[src/rtl/video_timing_gen.sv]
// Raster timing generator: h/v counters, blanking, sync, DE and line/frame strobes for the video path.
// Latency: hc/vc are combinational from the counters; every flag and strobe lags its count by one pixel enable.
// Backpressure: none; free-running, advances only when clk_pix is high, geometry reloads only at frame wrap.
module video_timing_gen #(
  parameter int HW    = 9,
  parameter int VW    = 9,
  parameter int H_OFS = 32,
  parameter int V_OFS = 0,
  parameter int FCW   = 8
) (
  input  logic           i_clk,
  input  logic           i_reset,
  input  logic           i_clk_pix,
  input  logic [HW-1:0]  i_h_total,
  input  logic [HW-1:0]  i_h_bl_start,
  input  logic [HW-1:0]  i_h_bl_end,
  input  logic [HW-1:0]  i_h_s_start,
  input  logic [HW-1:0]  i_h_s_end,
  input  logic [VW-1:0]  i_v_total,
  input  logic [VW-1:0]  i_v_bl_start,
  input  logic [VW-1:0]  i_v_bl_end,
  input  logic [VW-1:0]  i_v_s_start,
  input  logic [VW-1:0]  i_v_s_end,
  input  logic [HW-1:0]  i_hs_offset,
  input  logic [VW-1:0]  i_vs_offset,
  output logic [HW-1:0]  o_hc,
  output logic [VW-1:0]  o_vc,
  output logic           o_hsync,
  output logic           o_vsync,
  output logic           o_hbl,
  output logic           o_vbl,
  output logic           o_de,
  output logic           o_line_start,
  output logic           o_frame_start,
  output logic [FCW-1:0] o_frame_cnt
);

  localparam logic [HW-1:0] LP_H_OFS = HW'(H_OFS);
  localparam logic [VW-1:0] LP_V_OFS = VW'(V_OFS);

  // Shadow copies of the geometry; the raster only ever compares against these.
  logic [HW-1:0] r_h_total, r_h_bl_start, r_h_bl_end, r_h_s_start, r_h_s_end, r_hs_offset;
  logic [VW-1:0] r_v_total, r_v_bl_start, r_v_bl_end, r_v_s_start, r_v_s_end, r_vs_offset;

  logic [HW-1:0]  r_h;
  logic [VW-1:0]  r_v;
  logic           r_hsync, r_vsync, r_hbl, r_vbl, r_de;
  logic           r_line_start, r_frame_start;
  logic [FCW-1:0] r_frame_cnt;

  logic w_h_wrap, w_v_wrap, w_frame_wrap;
  logic w_hbl_next, w_vbl_next, w_hsync_next, w_vsync_next;
  logic w_hs_set, w_hs_clr, w_vs_set, w_vs_clr;

  // Sync edges are start/end plus a signed offset, evaluated one bit wider so a
  // negative result shows up in the top bit and can be suppressed.
  logic [HW:0] w_hs_set_t, w_hs_clr_t;
  logic [VW:0] w_vs_set_t, w_vs_clr_t;

  assign w_hs_set_t = {1'b0, r_h_s_start} + {r_hs_offset[HW-1], r_hs_offset};
  assign w_hs_clr_t = {1'b0, r_h_s_end}   + {r_hs_offset[HW-1], r_hs_offset};
  assign w_vs_set_t = {1'b0, r_v_s_start} + {r_vs_offset[VW-1], r_vs_offset};
  assign w_vs_clr_t = {1'b0, r_v_s_end}   + {r_vs_offset[VW-1], r_vs_offset};

  // An edge target that is negative or past the last count never matches.
  assign w_hs_set = !w_hs_set_t[HW] && (w_hs_set_t[HW-1:0] <= r_h_total) && (w_hs_set_t[HW-1:0] == r_h);
  assign w_hs_clr = !w_hs_clr_t[HW] && (w_hs_clr_t[HW-1:0] <= r_h_total) && (w_hs_clr_t[HW-1:0] == r_h);
  assign w_vs_set = !w_vs_set_t[VW] && (w_vs_set_t[VW-1:0] <= r_v_total) && (w_vs_set_t[VW-1:0] == r_v);
  assign w_vs_clr = !w_vs_clr_t[VW] && (w_vs_clr_t[VW-1:0] <= r_v_total) && (w_vs_clr_t[VW-1:0] == r_v);

  // Wrap detection and next flag values; set edges win over clear edges.
  always_comb begin
    w_h_wrap     = (r_h >= r_h_total);
    w_v_wrap     = (r_v >= r_v_total);
    w_frame_wrap = w_h_wrap && w_v_wrap;

    w_hbl_next = r_hbl;
    if (r_h == r_h_bl_start)    w_hbl_next = 1'b1;
    else if (r_h == r_h_bl_end) w_hbl_next = 1'b0;

    w_vbl_next = r_vbl;
    if (r_v == r_v_bl_start)    w_vbl_next = 1'b1;
    else if (r_v == r_v_bl_end) w_vbl_next = 1'b0;

    w_hsync_next = r_hsync;
    if (w_hs_set)      w_hsync_next = 1'b1;
    else if (w_hs_clr) w_hsync_next = 1'b0;

    w_vsync_next = r_vsync;
    if (w_vs_set)      w_vsync_next = 1'b1;
    else if (w_vs_clr) w_vsync_next = 1'b0;
  end

  // Capture the config ports at reset and on the pixel that wraps the frame.
  always_ff @(posedge i_clk) begin
    if (i_reset || (i_clk_pix && w_frame_wrap)) begin
      r_h_total    <= i_h_total;
      r_h_bl_start <= i_h_bl_start;
      r_h_bl_end   <= i_h_bl_end;
      r_h_s_start  <= i_h_s_start;
      r_h_s_end    <= i_h_s_end;
      r_hs_offset  <= i_hs_offset;
      r_v_total    <= i_v_total;
      r_v_bl_start <= i_v_bl_start;
      r_v_bl_end   <= i_v_bl_end;
      r_v_s_start  <= i_v_s_start;
      r_v_s_end    <= i_v_s_end;
      r_vs_offset  <= i_vs_offset;
    end
  end

  // Raster counters; an over-range h after a shrinking reload wraps like h_total.
  always_ff @(posedge i_clk) begin
    if (i_reset) begin
      r_h <= '0;
      r_v <= '0;
    end else if (i_clk_pix) begin
      if (w_h_wrap) begin
        r_h <= '0;
        r_v <= w_v_wrap ? '0 : r_v + 1'b1;
      end else begin
        r_h <= r_h + 1'b1;
      end
    end
  end

  // Blanking, sync and DE flags, one pixel behind the count they decode.
  always_ff @(posedge i_clk) begin
    if (i_reset) begin
      r_hbl   <= 1'b0;
      r_vbl   <= 1'b0;
      r_hsync <= 1'b0;
      r_vsync <= 1'b0;
      r_de    <= 1'b0;
    end else if (i_clk_pix) begin
      r_hbl   <= w_hbl_next;
      r_vbl   <= w_vbl_next;
      r_hsync <= w_hsync_next;
      r_vsync <= w_vsync_next;
      r_de    <= ~w_hbl_next & ~w_vbl_next;
    end
  end

  // Single-clock line/frame strobes and the completed-frame counter.
  always_ff @(posedge i_clk) begin
    if (i_reset) begin
      r_line_start  <= 1'b0;
      r_frame_start <= 1'b0;
      r_frame_cnt   <= '0;
    end else begin
      r_line_start  <= i_clk_pix && w_h_wrap;
      r_frame_start <= i_clk_pix && w_frame_wrap;
      if (i_clk_pix && w_frame_wrap) r_frame_cnt <= r_frame_cnt + 1'b1;
    end
  end

  assign o_hc          = r_h - LP_H_OFS;
  assign o_vc          = r_v - LP_V_OFS;
  assign o_hsync       = r_hsync;
  assign o_vsync       = r_vsync;
  assign o_hbl         = r_hbl;
  assign o_vbl         = r_vbl;
  assign o_de          = r_de;
  assign o_line_start  = r_line_start;
  assign o_frame_start = r_frame_start;
  assign o_frame_cnt   = r_frame_cnt;

endmodule

[config.mk]
export PLATFORM = sky130hd
export DESIGN_NAME = video_timing_gen
export DESIGN_NICKNAME = d
export VERILOG_FILES = /design/src/rtl/video_timing_gen.sv
export SDC_FILE = /design/constraint.sdc
export NUM_CORES = 1
export LEC_CHECK = 0
export ABC_AREA = 1
export CAP_MARGIN = 20
export CORE_MARGIN = 4
export CORE_UTILIZATION = 38
export CTS_CLUSTER_DIAMETER = 40
export CTS_CLUSTER_SIZE = 24
export DETAILED_ROUTE_END_ITERATION = 10
export PLACE_DENSITY = 0.66
export SLEW_MARGIN = 40
export SYNTH_ARGS = -nofsm -noshare
export SYNTH_HDL_FRONTEND = slang
export SYNTH_SLANG_ARGS = --single-unit
export TNS_END_PERCENT = 30
[constraint.sdc]
create_clock -name i_clk -period 5.6 [get_ports i_clk]
set_clock_uncertainty 0.1 [all_clocks]
set_input_delay 0.56 -clock i_clk [delete_from_list [all_inputs] [get_ports i_clk]]
set_output_delay 0.56 -clock i_clk [all_outputs]
set_load 0.005 [all_outputs]
* After elaboration in Yosys (flattened, before gate mapping) *
Index checks and enable logic that the tools add are counted.

storage, ports and cells
  bits in registers = 141
  logic and storage cells = 78

operators by class
  $add $sub $neg = 8
  magnitude comparators = 6
  equality and inequality tests = 8
  mux-type cells = 10
  bitwise logic cells = 3
  reduce and logical (&&, ||, !) cells = 21

operators by type and width
  kind                                                                count
  9-bit == test                                                       8
  9-bit by 10-bit adder with 10-bit output                            4
  9-bit <= comparator                                                 4
  9-bit by 1-bit adder with 9-bit output, second input constant       2
  9-bit >= comparator                                                 2
  9-bit 2-to-1 mux                                                    2
  1-bit logical AND                                                   11
  9-bit by 6-bit subtractor with 9-bit output, second input constant  1
  8-bit by 1-bit adder with 8-bit output, second input constant       1
  1-bit 2-to-1 mux                                                    8
  2-bit AND reduction                                                 3
  1-bit logical NOT                                                   4
  2-bit nonzero test                                                  2
  1-bit NOT                                                           2
  1-bit AND                                                           1
  1-bit logical OR                                                    1

* Logic depth before layout (Yosys ltp) *
Gate-level depths: netlist of the first run.

  depth in word-level cells = 6
  depth in mapped cells = 22

* Least setup slack after synthesis of the first run *
OpenSTA, ideal clock, no wires.

  kind = flip-flop to flip-flop
  start = reg r_h[0]
  end = reg r_h_bl_end[0], enable pin
  setup time = 474 ps
  data arrival time = 3,855 ps
  data required time = 5,026 ps
  setup slack = 1,171 ps
  stages on the path, launching flop included = 12
  cells stage by stage = dfxtp_1 buf_2 inv_1 ha_1 nand2_1 nor2_1 nand4_1 o2111ai_2 nand2_4 inv_6 nand2_4 nand2_1

on the way
  word-level cells in the longest chain between the ends = 4

RTL lines
  what                      RTL line  text
  start: declaration        45        logic [HW-1:0] r_h;
  start signal: assignment  122       r_h <= r_h + 1'b1;
  9-bit >= comparator       73        w_h_wrap = (r_h >= r_h_total);
  1-bit logical AND         75        w_frame_wrap = w_h_wrap && w_v_wrap;
  1-bit logical AND         96        if (i_reset || (i_clk_pix && w_frame_wrap)) begin
  1-bit logical OR          96
  end signal: assignment    99        r_h_bl_end <= i_h_bl_end;
  end: declaration          42        logic [HW-1:0] r_h_total, r_h_bl_start, r_h_bl_end, r_h_s_start, r_h_s_end, r_hs_offset;

Every way passes these cells.
A chain may end at the register's enable or synchronous reset.

* Worst setup path after layout of the first run *
  start = reg r_v[6]
  end = reg r_v_bl_start[5], enable pin

on the way
  word-level cells in the longest chain between the ends = 4

RTL lines
  what                      RTL line  text
  start: declaration        46        logic [VW-1:0] r_v;
  start signal: assignment  120       r_v <= w_v_wrap ? '0 : r_v + 1'b1;
  9-bit >= comparator       74        w_v_wrap = (r_v >= r_v_total);
  1-bit logical AND         75
  1-bit logical AND         96
  1-bit logical OR          96
  end signal: assignment    104       r_v_bl_start <= i_v_bl_start;
  end: declaration          43        logic [VW-1:0] r_v_total, r_v_bl_start, r_v_bl_end, r_v_s_start, r_v_s_end, r_vs_offset;

Every way passes these cells.

==> qor.log, run 1 <==
INFO  drt            route.detailed.wl_per_inst=15.01um
INFO  logic_synthesis post_synth_num_cell_types=46
INFO  drt            drt_pass1_iterations=5
INFO  logic_synthesis netlist_area=9102um^2
INFO  drt            detail_route.vias_per_cell=4.912
INFO  placement      numPortBuffers=143
INFO  power_and_ir_drop p_int=1.995mW
INFO  setup_path     crit_chain=ha_1 -> nand2_1 -> nor3_1 -> nand3b_1 -> nand4_1 -> nand2_4 -> nand2_4 -> buf_4
INFO  power_and_ir_drop vdd_drop_max=0.0001867V
INFO  timing         fin_crit_sh=60.70%
INFO  logic_synthesis synth-seq-area-share=42.89%
INFO  setup_path     path_max_fanout=44
INFO  timing         fmax=294.2MHz
INFO  power_and_ir_drop pwr-share-clk=37.4%
INFO  clock_network  ctsLongestPathBuffers=2
INFO  placement      pre_cts_slack=2.017ns
INFO  logic_synthesis post_syn_nets=1,281
INFO  clock_network  cts_root_buf=sky130_fd_sc_hd__clkbuf_16
INFO  cells_and_area final_core_utilization=48.36%
INFO  cells_and_area most-common-layout-cells=sky130_fd_sc_hd__nand2_1, sky130_fd_sc_hd__clkdlybuf4s50_1, sky130_fd_sc_hd__inv_1, sky130_fd_sc_hd__edfxtp_1, sky130_fd_sc_hd__ha_1
INFO  global_route   wire_length_of_the_first_global_routing_pass=36,890um
INFO  setup_path     critPathCaptureType=register
INFO  setup_path     path_buf_inv=1
INFO  clock_network  cts_tree=yes
INFO  drt            detailroute.via_count=7,604
INFO  logic_synthesis post_synth.cell_area_avg=8.499um^2
INFO  drt            postRouteWirelength=23,240um
INFO  run            max_cap_viol=0
INFO  placement      hpwlAfterDp=18,250um
INFO  power_and_ir_drop leakagePower=5.045nW
INFO  cells_and_area fin_nets=1,426
INFO  floorplanning  std_cell_rows=56
INFO  drt            drt-initial-drc-count=572
INFO  timing         rsz0062_at_grt=false
INFO  timing         final-hold-violation-count=0
INFO  global_route   grt_remaining_overflow=0
INFO  timing         final_ws_setup=2.201ns
INFO  clock_network  cts_buffers=17
INFO  cells_and_area diodes=0
INFO  clock_network  cts-hold-fix-buffers=0
INFO  worst_hold_path hold_path.class=reg -> reg
INFO  setup_path     timing.critical_path.max_delay_family=simple AND/OR/NAND/NOR gates
INFO  setup_path     timing.setup.critical_path_class=reg -> reg
INFO  cells_and_area seqCellArea=3904um^2
INFO  timing         maxSlewHeadroom=55.55%
INFO  logic_synthesis synthCells=1,071
INFO  run_status     status=complete, no violations
INFO  power_and_ir_drop net-switching-power=0.8134mW
INFO  global_route   antenna_violations_before_repair=0
INFO  global_route   all_layer_global_routing_usage=17.73%
INFO  drt            drc=0
INFO  cells_and_area multiInputGateArea=4612um^2
INFO  clock_network  post-cts-setup-buffer-count=0
INFO  clock_network  clk_pin_slew_worst_paths=0.06ns
INFO  drt            postRouteAntennaNets=0
INFO  logic_synthesis netlist_top_cells_area=sky130_fd_sc_hd__edfxtp_1, sky130_fd_sc_hd__ha_1, sky130_fd_sc_hd__nand2_1
INFO  power_and_ir_drop total_power_after_layout=2.808mW
INFO  setup_path     critical-path-slowest-cell=sky130_fd_sc_hd__dfxtp_1
INFO  logic_synthesis ys_warn_count=0
INFO  floorplanning  dieWidth=162.8um
INFO  setup_path     cp_common_cell=sky130_fd_sc_hd__nand2_4
INFO  cells_and_area mostFrequentLayoutCell=sky130_fd_sc_hd__nand2_1
INFO  timing         slew_viol_final=0
INFO  clock_network  htree_num_levels=4
INFO  clock_network  total_of_cells_resized_after_clock_tree_synthesis=0
INFO  power_and_ir_drop switching_share=28.97%
INFO  setup_path     worst_ep_required_time=5.56ns
INFO  global_route   largest_net_degree_at_the_start_of_global_routing=45
INFO  floorplanning  die_footprint=26,490um^2
INFO  clock_network  tritoncts_num_sinks=141
INFO  setup_path     worstPathArrival=3.36ns
INFO  power_and_ir_drop combPwrFrac=19.6%
INFO  cells_and_area layout-drive-gt1-share=4.231%
INFO  setup_path     worst_setup_path_start_kind=register
INFO  power_and_ir_drop power.sequential.fraction=43.0%
INFO  floorplanning  start_util=38.66%
INFO  timing         timing.setup.tns=0ns
INFO  logic_synthesis synth-seq-cells=141
INFO  clock_network  clock_latency=0.43ns
INFO  timing         period_needed=3.399ns
INFO  cells_and_area layout_area_growth_over_synthesis=25.09%
INFO  logic_synthesis proportion_of_netlist_area_held_by_the_largest_area_contributor=35.63%
INFO  timing         setup_violations=0
INFO  global_route   number_of_global_route_vias_before_repair=7,137
INFO  logic_synthesis netlist.top_cell.by_area=sky130_fd_sc_hd__edfxtp_1
INFO  floorplanning  core_region_area=23,540um^2
INFO  timing         worstMarginPinSlew=0.6646ns
INFO  floorplanning  top_level_ports=144
INFO  setup_path     slowest_delay=0.59ns
INFO  placement      placer_congestion=0.9122
INFO  power_and_ir_drop cellPowerDensity=246.6nW/um^2
INFO  cells_and_area filler_cell_count=2,267
INFO  floorplanning  floorplan.die.height=162.8um
[path summary, 6_finish.rpt]
| check | end | from | cells after the start | slack, ns |
|---|---|---|---|---|
| setup / recovery | r_v_bl_start[5] | r_v[6] | 8 | 2.20 |
| hold / removal | o_de | o_de | 2 | 0.37 |
| setup reg to reg | r_v_bl_start[5] | r_v[6] | 8 | 2.20 |
| hold reg to reg | o_de | o_de | 2 | 0.37 |
[through the flow]
step                      std cells  cell area, um^2  hold WS, ns
after floorplan                1071             9102       0.3556
after global placement         1516            10840       0.3693
after detailed placement       1516            10840       0.3612
after CTS                      1548            11390       0.3694
after global routing           1548            11390       0.4135
final                          1548            11390       0.3707
[area by class of cell]
class,instances,share of cell area [%]
Clock buffer,17,3.736
Clock inverter,15,1.033
Inverter,127,4.231
Multi-Input combinational cell,784,40.51
Sequential cell,141,34.29
Tap cell,319,3.506
Timing Repair Buffer,145,12.70
[cell usage after synthesis (all sizes together)]
library cell	n
nand2	299
inv	125
edfxtp	108
ha	95
nand3	89
nor2	89
a21oi	57
xor2	34
dfxtp	33
nand4	30
buf	16
o21ai	16
nor3	13
xnor2	11
nand3b	8
or2	7
fa	4
o2111ai	4
a31oi	3
clkbuf	3
o21a	3
o21bai	3
a211oi	2
a21o	2
a22o	2
clkinv	2
nor3b	2
nor4	2
o211ai	2
o22ai	2
xnor3	2
a21boi	1
and2	1
o31a	1
[worst register-to-register path: stages, from the launching register on]
cell,delay (ns)
sky130_fd_sc_hd__dfxtp_1,0.59
sky130_fd_sc_hd__ha_1,0.25
sky130_fd_sc_hd__nand2_1,0.06
sky130_fd_sc_hd__nor3_1,0.19
sky130_fd_sc_hd__nand3b_1,0.12
sky130_fd_sc_hd__nand4_1,0.46
sky130_fd_sc_hd__nand2_4,0.21
sky130_fd_sc_hd__nand2_4,0.52
sky130_fd_sc_hd__buf_4,0.54
[power groups by stage]
stage | Combinational (mW) | Clock (mW) | Sequential [mW]
global route | 0.630 | 1.12 | 1.21
global placement | 0.536 | 0 | 1.23
detailed placement | 0.545 | 0 | 1.23
finish | 0.550 | 1.05 | 1.21
CTS | 0.549 | 1.07 | 1.21
floorplan | 0.365 | 0 | 1.22
[logic make-up (layout without fill, tap and decap cells)]
kind of cell / after synthesis / in the layout / synth area share, %
simple gates: 540 / 540 / 25.48
xor+xnor: 47 / 47 / 4.825
fa+ha+maj: 99 / 99 / 13.94
compound gates: 98 / 98 / 6.337
flops: 141 / 141 / 42.89
buf+inv: 146 / 304 / 6.529
[routing by layer]
metal	up-vias	track usage [%]	part of all wire, %
li1	3894	-	-
met1	3418	25.80	48
met2	267	26.77	42
met3	25	3.695	7.7
met4	0	4.994	1.8
met5	-	0	0
No activity file was read; power rests on OpenSTA's default activity.
==> run 2, diff against run 1 <==
--- a/config.mk
+++ b/config.mk
@@ -12,7 +12,7 @@
 export CTS_CLUSTER_DIAMETER = 40
 export CTS_CLUSTER_SIZE = 24
 export DETAILED_ROUTE_END_ITERATION = 10
-export PLACE_DENSITY = 0.66
+export PLACE_DENSITY = 0.68
 export SLEW_MARGIN = 40
 export SYNTH_ARGS = -nofsm -noshare
 export SYNTH_HDL_FRONTEND = slang
==> constraint.sdc (replaced) <==
create_clock -name i_clk -period 3 [get_ports i_clk]
set_clock_uncertainty 0.1 [all_clocks]
set_input_delay 0.3 -clock i_clk [delete_from_list [all_inputs] [get_ports i_clk]]
set_output_delay 0.3 -clock i_clk [all_outputs]
set_load 0.005 [all_outputs]
==> run 2 against run 1 <==
Cell area up 2.9%. Sequential cell count stayed put. Register-to-register slack worse by 2.0 ns. Clock-buffer cell count unchanged. Final cell count rose by 1.6%. Setup slack got worse by 2.0 ns. Worst hold slack worse by 0.050 ns. Die area is the same. Highest routed layer unchanged.
==> qor.log, run 2 (synthesis gave the netlist of run 1 again) <==
INFO  placement      hpwlAfterDp=18,990um
INFO  setup_path     critical-path-slowest-cell=sky130_fd_sc_hd__edfxtp_1
INFO  cells_and_area multiInputGateArea=4664um^2
INFO  drt            top_layer_used=met4
INFO  power_and_ir_drop total_power_after_layout=5.455mW
INFO  setup_path     worst_ep_required_time=3.26ns
INFO  timing         setup_violations=0
INFO  timing         worstMarginPinSlew=0.5782ns
INFO  setup_path     ff2ff_setup_slack=0.19ns
INFO  cells_and_area fin_nets=1,451
INFO  timing         fin_crit_sh=93.56%
INFO  power_and_ir_drop cellPowerDensity=465.5nW/um^2
INFO  power_and_ir_drop combPwrFrac=19.7%
INFO  timing         timing.setup.tns=0ns
INFO  setup_path     timing.critical_path.max_delay_family=simple AND/OR/NAND/NOR gates
INFO  clock_network  tritoncts_num_sinks=141
INFO  run_status     status=complete, no violations
INFO  cells_and_area layout_area_growth_over_synthesis=28.74%
INFO  timing         final_ws_setup=0.1933ns
INFO  setup_path     path_max_fanout=4
INFO  clock_network  cts-hold-fix-buffers=0
INFO  clock_network  htree_num_levels=4
INFO  cells_and_area mostFrequentLayoutCell=sky130_fd_sc_hd__nand2_1
INFO  placement      placed_cells_incl_taps=1,538
INFO  timing         fmax=356.3MHz
INFO  global_route   wire_length_of_the_first_global_routing_pass=37,940um
INFO  floorplanning  floorplan.die.height=162.8um
INFO  power_and_ir_drop leakagePower=5.211nW
INFO  clock_network  cts_tree=yes
INFO  cells_and_area stdcell_area=11,720um^2
INFO  setup_path     critPathCaptureType=register
INFO  placement      numPortBuffers=143
INFO  cells_and_area most-common-layout-cells=sky130_fd_sc_hd__nand2_1, sky130_fd_sc_hd__clkdlybuf4s50_1, sky130_fd_sc_hd__inv_1, sky130_fd_sc_hd__edfxtp_1, sky130_fd_sc_hd__ha_1
INFO  drt            drt_pass1_iterations=5
INFO  power_and_ir_drop net-switching-power=1.541mW
INFO  power_and_ir_drop pwr-share-clk=39.0%
INFO  clock_network  clk_pin_slew_worst_paths=0.07ns
INFO  global_route   grt_remaining_overflow=0
INFO  drt            drt-initial-drc-count=592
INFO  power_and_ir_drop power.sequential.fraction=41.2%
INFO  placement      detailed_place.area=11,060um^2
INFO  timing         final.hold.worst_slack=0.3202ns
INFO  cells_and_area final_core_utilization=49.78%
INFO  setup_path     path_buf_inv=0
INFO  placement      placer_congestion=0.9414
INFO  setup_path     timing.setup.critical_path_class=reg -> reg
INFO  drt            postRouteWirelength=24,370um
INFO  power_and_ir_drop vdd_drop_max=0.0003397V
INFO  worst_hold_path hold_path.class=in -> reg
INFO  timing         final-hold-violation-count=0
INFO  setup_path     crit_chain=ha_2 -> fa_2 -> nand3_1 -> nand3_2 -> nand4_1 -> nand2_1 -> nand2_1 -> nand2_1 -> ha_1 -> nand2_1 -> nor2_2 -> nand3b_1 -> o2111ai_1 -> nand2_1 -> nand4_1 -> nand2_1 -> a21oi_1
INFO  global_route   number_of_global_route_vias_before_repair=7,467
INFO  clock_network  clock_latency=0.43ns
INFO  setup_path     worstPathArrival=3.07ns
INFO  timing         period_needed=2.807ns
INFO  worst_hold_path hold-path-cell-count=1
INFO  floorplanning  top_level_ports=144
INFO  cells_and_area post_layout_nonfiller_instances=1,573
INFO  run            max_cap_viol=0
INFO  global_route   antenna_violations_before_repair=0
INFO  cells_and_area seqCellArea=3904um^2
INFO  setup_path     timing.critical_path.depth=17
INFO  drt            route.detailed.wl_per_inst=15.49um
INFO  setup_path     worst_setup_path_start_kind=register
INFO  drt            met3WireLength=1828um
INFO  drt            drc=0
INFO  setup_path     cp_common_cell=sky130_fd_sc_hd__nand2_1
INFO  clock_network  cts_root_buf=sky130_fd_sc_hd__clkbuf_16
INFO  drt            postRouteAntennaNets=0
INFO  placement      pre_cts_slack=0.1504ns
INFO  drt            met2WireLength=10,580um
INFO  cells_and_area layout-drive-gt1-share=7.257%
INFO  worst_hold_path hold_path_end=r_hs_offset[7]
INFO  floorplanning  dieWidth=162.8um
INFO  drt            wl_met1=11,580um
INFO  cells_and_area filler_cell_count=2,237
INFO  setup_path     worst_r2r_path_depth=17
INFO  floorplanning  die_footprint=26,490um^2
INFO  setup_path     r2r_end=o_vsync
INFO  floorplanning  std_cell_rows=56
INFO  power_and_ir_drop switching_share=28.26%
INFO  clock_network  cts_buffers=17
INFO  drt            detail_route.vias_per_cell=4.964
INFO  drt            detailroute.via_count=7,808
INFO  global_route   largest_net_degree_at_the_start_of_global_routing=34
INFO  floorplanning  start_util=38.66%
INFO  setup_path     timing.rr.start=r_vs_offset[0]
INFO  setup_path     slowest_delay=0.46ns
INFO  timing         slew_viol_final=0
INFO  cells_and_area diodes=0
INFO  global_route   all_layer_global_routing_usage=18.22%
INFO  worst_hold_path timing.hold.worst.start=i_hs_offset[7]
INFO  timing         maxSlewHeadroom=61.16%
INFO  power_and_ir_drop p_int=3.914mW
INFO  floorplanning  core_region_area=23,540um^2
INFO  clock_network  ctsLongestPathBuffers=2
## run 2: how the worst max path moves through the flow
stage,start,to,slack [ns]
2_1_floorplan,r_h[0],r_h_bl_end[0],0.25
3_3_place_gp,r_vs_offset[0],o_vsync,0.23
3_5_place_dp,r_vs_offset[0],o_vsync,0.15
4_1_cts,r_vs_offset[0],o_vsync,0.10
5_1_grt,r_vs_offset[0],o_vsync,-0.04
6_report,r_vs_offset[0],o_vsync,0.19
## run 2: layout make-up
type | count | area share (%)
Timing Repair Buffer | 170 | 14.37
Clock inverter | 15 | 1.367
Clock buffer | 17 | 3.630
Tap cell | 319 | 3.406
Sequential cell | 141 | 33.31
Inverter | 127 | 4.111
Multi-Input combinational cell | 784 | 39.80
## run 2: repair_timing
action                     4_1_cts  5_1_grt
gates resized for setup          0       16
setup buffers                    0        3
setup endpoints to repair        0        2
## run 2: per-layer routing
metal  vias up  GRT usage [%]
li1       3942              -
met1      3560          26.18
met2       280          27.45
met3        26          3.872
met4         0          5.909
met5         -              0
## run 2: power groups by stage
stage          Clock, mW  Sequential, mW  Combinational [mW]
5_1_grt             2.26            2.26                1.22
2_1_floorplan          0            2.28               0.681
3_3_place_gp           0            2.29                1.02
4_1_cts             2.17            2.25                1.05
6_report            2.13            2.25                1.08
3_5_place_dp           0            2.29                1.04
